==> src/rtl/mem_arb_pkg.sv <==
// mem_arb_pkg: shared types and constants for the line-memory arbiter.
// Holds the FSM encoding, default widths and the port-index constants.
package mem_arb_pkg;

    typedef enum logic {
        IDLE = 1'b0,
        BUSY = 1'b1
    } state_t;

    localparam int DEF_ADDR_W = 32;
    localparam int DEF_LINE_W = 256;

    localparam logic PORT_IC = 1'b0;
    localparam logic PORT_DC = 1'b1;

endpackage

==> src/rtl/rr_pick2.sv <==
// rr_pick2: combinational two-way round-robin selector.
// A lone requester wins; on contention the port that did not win last time wins.
module rr_pick2
    import mem_arb_pkg::*;
(
    input  logic [1:0] req,
    input  logic       last,
    output logic       any,
    output logic       winner
);

    // pick the winner from the request pair and the previous grant
    always_comb begin
        any = |req;
        unique case (req)
            2'b01:   winner = PORT_IC;
            2'b10:   winner = PORT_DC;
            2'b11:   winner = ~last;
            default: winner = last;
        endcase
    end

endmodule

==> src/rtl/mem_line_arbiter.sv <==
// mem_line_arbiter: shares one line-wide memory port between icache and dcache.
// One transaction at a time, round-robin grant, latched request, sticky watchdog.
module mem_line_arbiter
    import mem_arb_pkg::*;
#(
    parameter int          ADDR_W    = DEF_ADDR_W,
    parameter int          LINE_W    = DEF_LINE_W,
    parameter int unsigned TO_CYCLES = 1023
) (
    input  logic              clk_i,
    input  logic              rst_i,

    input  logic              m0_enable_i,
    input  logic              m0_write_i,
    input  logic [ADDR_W-1:0] m0_addr_i,
    input  logic [LINE_W-1:0] m0_data_i,
    output logic [LINE_W-1:0] m0_data_o,
    output logic              m0_ack_o,

    input  logic              m1_enable_i,
    input  logic              m1_write_i,
    input  logic [ADDR_W-1:0] m1_addr_i,
    input  logic [LINE_W-1:0] m1_data_i,
    output logic [LINE_W-1:0] m1_data_o,
    output logic              m1_ack_o,

    output logic              mem_enable_o,
    output logic              mem_write_o,
    output logic [ADDR_W-1:0] mem_addr_o,
    output logic [LINE_W-1:0] mem_data_o,
    input  logic [LINE_W-1:0] mem_data_i,
    input  logic              mem_ack_i,

    output logic              busy_o,
    output logic              grant_o,
    output logic              err_o
);

    // Counter only needs to reach TO_CYCLES, where it parks.
    localparam int CNT_W = (TO_CYCLES < 2) ? 1 : $clog2(TO_CYCLES + 1);
    localparam logic [CNT_W-1:0] TO_SAT = CNT_W'(TO_CYCLES);
    localparam bit WD_ON = (TO_CYCLES != 0);

    state_t              state_q;
    logic                wr_q;
    logic [ADDR_W-1:0]   addr_q;
    logic [LINE_W-1:0]   data_q;
    logic                grant_q;
    logic                err_q;
    logic [CNT_W-1:0]    cnt_q;

    logic                any;
    logic                winner;
    logic                busy;

    rr_pick2 u_pick (
        .req    ({m1_enable_i, m0_enable_i}),
        .last   (grant_q),
        .any    (any),
        .winner (winner)
    );

    assign busy = (state_q == BUSY);

    // FSM with request latch, round-robin pointer and watchdog
    always_ff @(posedge clk_i or posedge rst_i) begin
        if (rst_i) begin
            state_q <= IDLE;
            wr_q    <= 1'b0;
            addr_q  <= '0;
            data_q  <= '0;
            grant_q <= PORT_DC;
            err_q   <= 1'b0;
            cnt_q   <= '0;
        end else begin
            unique case (state_q)
                IDLE: begin
                    if (any) begin
                        state_q <= BUSY;
                        grant_q <= winner;
                        wr_q    <= (winner == PORT_DC) ? m1_write_i : m0_write_i;
                        addr_q  <= (winner == PORT_DC) ? m1_addr_i : m0_addr_i;
                        data_q  <= (winner == PORT_DC) ? m1_data_i : m0_data_i;
                        cnt_q   <= '0;
                    end
                end
                BUSY: begin
                    if (cnt_q != TO_SAT) begin
                        cnt_q <= cnt_q + 1'b1;
                    end
                    if (WD_ON && ((cnt_q + 1'b1) == TO_SAT)) begin
                        err_q <= 1'b1;
                    end
                    // Requester inputs are ignored here; only the memory ends it.
                    if (mem_ack_i) begin
                        state_q <= IDLE;
                    end
                end
                default: state_q <= IDLE;
            endcase
        end
    end

    assign mem_enable_o = busy;
    assign mem_write_o  = wr_q;
    assign mem_addr_o   = addr_q;
    assign mem_data_o   = data_q;

    assign busy_o  = busy;
    assign grant_o = grant_q;
    assign err_o   = err_q;

    // Data is broadcast; only the ack tells a port the data is its own.
    assign m0_data_o = mem_data_i;
    assign m1_data_o = mem_data_i;

    assign m0_ack_o = busy && mem_ack_i && (grant_q == PORT_IC);
    assign m1_ack_o = busy && mem_ack_i && (grant_q == PORT_DC);

endmodule

==> config.mk <==
export PLATFORM = sky130hd
export DESIGN_NAME = mem_line_arbiter
export DESIGN_NICKNAME = d
export VERILOG_FILES = /design/src/rtl/mem_arb_pkg.sv /design/src/rtl/rr_pick2.sv /design/src/rtl/mem_line_arbiter.sv
export SDC_FILE = /design/constraint.sdc
export NUM_CORES = 1
export LEC_CHECK = 0
export BUFFER_PORTS_ARGS = -buffer_cell sky130_fd_sc_hd__buf_2
export CAP_MARGIN = 10
export CORE_AREA = 2 2 648 650
export DETAILED_ROUTE_END_ITERATION = 10
export DIE_AREA = 0 0 650 652
export GPL_TIMING_DRIVEN = 0
export PLACE_DENSITY_LB_ADDON = 0.2
export SLEW_MARGIN = 5
export SYNTH_ARGS = -nofsm -noshare
export SYNTH_HDL_FRONTEND = slang
export SYNTH_SLANG_ARGS = --single-unit
export TNS_END_PERCENT = 100
==> constraint.sdc <==
create_clock -name clk_i -period 10.9 [get_ports clk_i]
set_input_delay 2.18 -clock clk_i [delete_from_list [all_inputs] [get_ports clk_i]]
set_output_delay 2.18 -clock clk_i [all_outputs]
set_load 0.005 [all_outputs]
# Word level (Yosys, flattened, before mapping)
# Index checks and enable logic that the tools add are counted.
[classes]
add_sub_neg = 1
eq_ne = 7
n_mux = 10
bitwise_logic = 2
reduce_logical = 7
[ops]
columns = ["op", "count"]
rows = [
  ["256-bit 2-to-1 mux", 1],
  ["32-bit 2-to-1 mux", 1],
  ["10-bit 2-to-1 mux", 2],
  ["10-bit case mux with 2 select lines", 1],
  ["10-bit by 1-bit adder with 10-bit output, second input constant", 1],
  ["10-bit == test, second input constant", 1],
  ["10-bit != test, second input constant", 1],
  ["2-bit AND reduction", 3],
  ["2-bit == test, second input constant", 2],
  ["1-bit logical AND", 3],
  ["1-bit 2-to-1 mux", 3],
  ["1-bit case mux with 3 select lines", 1],
  ["2-bit by 1-bit == test with 1-bit output, second input constant", 1],
  ["2-bit by 1-bit != test with 1-bit output, second input constant", 1],
  ["2-bit != test, second input constant", 1],
  ["1-bit NOT", 2],
  ["1-bit case mux with 2 select lines", 1],
  ["2-bit OR reduction", 1],
]
[totals]
reg_bits = 302
in_bits = 839
output_inout_bits = 807
wordCells = 34

# Logic depth before layout (Yosys ltp)
[logic_depth]
depth_word = 3
ltp_mapped = 8
ltp_nobuf = 5

# Hierarchy
# Synthesis repeated with hierarchy kept, for this count alone.
[unflattened]
cells_unflattened = 1854
hier_area_um2 = 17757.0
[modules_own_cells]
columns = ["mod", "n_inst", "cells_each", "area_per_inst_um2", "seq_area_each_um2"]
rows = [
  ["mem_line_arbiter", 1, 1851, 17737.0, 7558.5],
  ["rr_pick2", 1, 3, 20.0, 0.0],
]

# Least setup slack after synthesis
# Ideal clock, no wire load.
[synth_timing]
path_kind = "in2out"
start = "in mem_ack_i"
end = "out m1_ack_o"
arrival_time_ns = 2.332
required_time_ns = 8.720
path_slack_ns = 6.388
path_stages = 1
path_buffers = 0
cell_sequence = "and3_1"
[synth_between]
elab_chain_len = 2
[synth_rtl]
columns = ["item", "line", "rtl"]
rows = [
  ["from (decl)", "mem_line_arbiter.sv:32", "input logic mem_ack_i,"],
  ["1-bit logical AND (2 in series)", "mem_line_arbiter.sv:118", "assign m1_ack_o = busy && mem_ack_i && (grant_q == PORT_DC);"],
  ["to (decl)", "mem_line_arbiter.sv:25", "output logic m1_ack_o,"],
]
# No other way between the ends.

# Worst setup path in the final report
[layout_timing]
start = "in m1_enable_i"
end = "reg data_q[130] (netlist: mem_data_o[130])"
[layout_between]
elab_chain_len = 3
elab_cells_between_ends = 7
cone_classes = "eq/ne: 3; mux: 2; reduce/logical: 2"
[layout_rtl]
columns = ["item", "line", "rtl"]
rows = [
  ["from (decl)", "mem_line_arbiter.sv:20", "input logic m1_enable_i,"],
  ["2-bit == test or 2-bit by 1-bit == test with 1-bit output (tied branches)", "rr_pick2.sv:15", "unique case (req)"],
  ["1-bit case mux with 3 select lines", "rr_pick2.sv:15", ""],
  ["256-bit 2-to-1 mux", "mem_line_arbiter.sv:83", "data_q <= (winner == PORT_DC) ? m1_data_i : m0_data_i;"],
  ["to (signal assigned)", "mem_line_arbiter.sv:83", ""],
  ["to (decl)", "mem_line_arbiter.sv:47", "logic [LINE_W-1:0] data_q;"],
]
# Parallel ways exist; a longest one is shown, timed or not.
# A chain may end at the register's enable or synchronous reset.

==> summary.md <==
| Metric | Value |
|---|---|
| Outcome | `complete, no violations` |
| Worst Skew | `20.1 ps` |
| GPL Wtd Cong | `0.885` |
| CTS tree | `done` |
| Synth Flop Type | `dfrtp_1` |
| Worst-path fanout max | `10` |
| Post-CTS Setup Inserts | `0` |
| Syn_area_per_cell | `9.54 um^2` |
| Unrepaired setup endpoints after global routing | `false` |
| Hold_ws | `472 ps` |
| Post-DR wirelength/cell | `23.2 um` |
| Inserted Clock Buffers | `49` |
| Final core utilization | `8.11%` |
| Num ports | `1646` |
| First-pass GRT wire length | `247000 um` |
| Synth cell types | `40` |
| Syn Inst Count | `1871` |
| Post-route design area | `33700 um^2` |
| Fmax | `0.200 GHz` |
| Fill cell count | `48900` |
| Share of post-route cells with drive strength above 1 | `61.6%` |
| Hold wc startpoint | `mem_data_o[198]$_DFFE_PP0P_` |
| Clk root buf | `clkbuf_16` |
| Routed Antenna Nets | `0` |
| Max_cap viols | `0` |
| Cts hold-fix bufs | `0` |
| Commonest cells post-synth | `buf_4, nand2_1, dfrtp_1` |
| Grt total ovfl | `0` |
| WHS Path Cells | `2` |
| CTS sink cnt | `302` |
| Critical path class | `in -> reg` |
| Vias in the first global route | `19700` |
| Synth area leaders | `dfrtp_1, buf_4, mux2i_1` |
| Cell count after placement | `8771` |
| Placed cell area | `32000 um^2` |
| Crit end category | `flop` |
| Iter 0 DRT Violations | `934` |
| Max VDD drop | `0.000102 V` |
| Vias/cell | `2.16` |
| Post-synth EDFFs | `0` |
| Setup crit start | `m1_enable_i` |
| Largest net degree at the start of global routing | `103` |
| Seq/Total Area, Yosys | `42.3%` |
| Worst R2R Start | `busy_o$_DFF_PP0_` |
| Reg2reg path depth | `8` |
| Final setup violation count | `0` |
| Drc violations | `0` |
| R2r setup slk | `6950 ps` |
| Initial antenna violation count | `51` |
| Post-synth ARST share | `100%` |
| Pleak | `15.8 nW` |
| Syn_nets | `2712` |
| Die Span X | `650 um` |
| Tcrit/Tclk final | `45.8%` |
| Worst-Skew Late Latency | `690 ps` |
| H-tree levels | `2` |
| Crit path required time | `11410 ps` |
| Type of the tightest min-delay check | `reg -> reg` |
| Synth warn | `0` |
| Synthesized area | `17900 um^2` |
| Non-Filler Instances | `8885` |
| Drt pass-1 iters | `5` |
| Data arrival time of the worst path | `5500 ps` |
| Post-CTS sizing | `0` |
| Final Hold Viols | `0` |
| Final nets | `4166` |
| Worst hold endpoint | `mem_data_o[198]$_DFFE_PP0P_` |
| Die area | `424000 um^2` |
| Most frequent cell after synthesis | `buf_4` |
| Area Growth Syn to Fin | `88.9%` |
| Starting density of the core | `4.29%` |
| Final Total Pwr | `5.82 mW` |
| Synth top area share | `42.2%` |
| Num rows | `237` |
| Dominant cell type by area after synthesis | `dfrtp_1` |
| Core Region | `416000 um^2` |
| Seq cells post-synth | `302` |
| Max Slew Vio Count | `0` |
| R2r endpoint | `mem_data_o[112]$_DFFE_PP0P_` |
| Slew headroom | `26.5%` |
| DP HPWL | `188000 um` |
| CTS clk-pin slew, worst paths | `60 ps` |
| P per Cell Area | `173 nW/um^2` |
| Setup crit start kind | `input port` |
| DIE HEIGHT | `652 um` |
| Clock Tree Buf Depth | `3` |
| Final worst path period need | `4990 ps` |
| DR vias | `19200` |
| Total track usage | `9.27%` |
| Actual slew at the worst max-slew pin | `1070 ps` |
| Routed WL | `206000 um` |
| PortBufs | `1389` |
cell families after synthesis:
group                    count (synthesis)  synth area share (%)
XOR/XNOR                                 1                0.0491
buffers and inverters                  622                  24.3
AO/OA/AOI/OAI                          325                  9.48
AND/OR/NAND/NOR                        327                  7.29
adder cells (fa/ha/maj)                  2                 0.140
flip-flops                             302                  42.3
multiplexers                           292                  16.4
worst max-delay path, stage by stage:
cell,delay (ps)
buf_2,140
o21ai_1,160
buf_2,480
buf_2,720
buf_2,630
mux2i_1,950
o21ai_0,160
per-layer routing:
| layer | up-vias | global-route usage (%) | wire, um |
|---|---|---|---|
| met5 | - | 0 | 96 |
| met1 | 9378 | 10.3 | 78100 |
| met4 | 14 | 1.63 | 3920 |
| li1 | 8718 | - | - |
| met3 | 135 | 5.31 | 25900 |
| met2 | 974 | 15.5 | 98200 |
cell usage in the layout (no fill, tap or decap), types with 3 or more instances in the layout:
cell type,count
inv_1,6
buf_4,514
buf_16,5
o22ai_1,3
nand3_1,8
clkbuf_1,49
clkbuf_8,6
clkinv_4,3
clkinvlp_4,7
buf_2,1442
a21oi_1,7
o21ai_0,296
a31oi_1,3
diode_2,26
and3_1,3
clkinv_2,6
nand2_1,303
clkbuf_2,4
dfrtp_1,301
mux2i_1,284
clkbuf_16,49
bufinv_16,7
mux2i_2,7
o31ai_1,4
buf_6,7
power breakdown:
part	internal [mW]	leakage (nW)	switching [mW]
logic	0.802	11.3	1.69
registers	1.43	3.73	0.181
clock network	1.03	0.798	0.698
total	3.26	15.8	2.56
flip-flops by register name (all words and copies together) (netlist names):
signal	cells
err_o	1
mem_data_o	256
cnt_q	10
mem_write_o	1
mem_addr_o	32
grant_o	1
busy_o	1
cell type report:
class | count | area (um^2) | share of cell area (%)
flip-flops and latches | 302 | 7560 | 22.4
clock inverters | 24 | 328 | 0.972
clock buffers | 64 | 1340 | 3.98
diodes | 26 | 65.1 | 0.193
well taps | 5497 | 6880 | 20.4
multi-input cells | 947 | 5990 | 17.8
repair buffers | 1403 | 7220 | 21.4
inverters | 7 | 33.8 | 0.100
plain buffers | 615 | 4320 | 12.8
worst max path at each step:
stage                                  endpoint  slack, ps  cells after the start
detailed placement  mem_data_o[112]$_DFFE_PP0P_       4560                      8
CTS                 mem_data_o[117]$_DFFE_PP0P_       5370                      8
global route        mem_data_o[121]$_DFFE_PP0P_       5510                      8
floorplan                      busy_o$_DFF_PP0_        380                      1
finish              mem_data_o[130]$_DFFE_PP0P_       5910                      7
global placement    mem_data_o[232]$_DFFE_PP0P_      -6190                      2
metrics by stage:
| stage | setup TNS, ps | worst slack (ps) |
|---|---|---|
| 6_report | 0 | 5910 |
| 2_1_floorplan | 0 | 376 |
| 5_1_grt | 0 | 5510 |
| 4_1_cts | 0 | 5370 |
| 3_5_place_dp | 0 | 4560 |
| 3_3_place_gp | -1794000 | -6190 |
No activity file was read; power rests on OpenSTA's default activity.
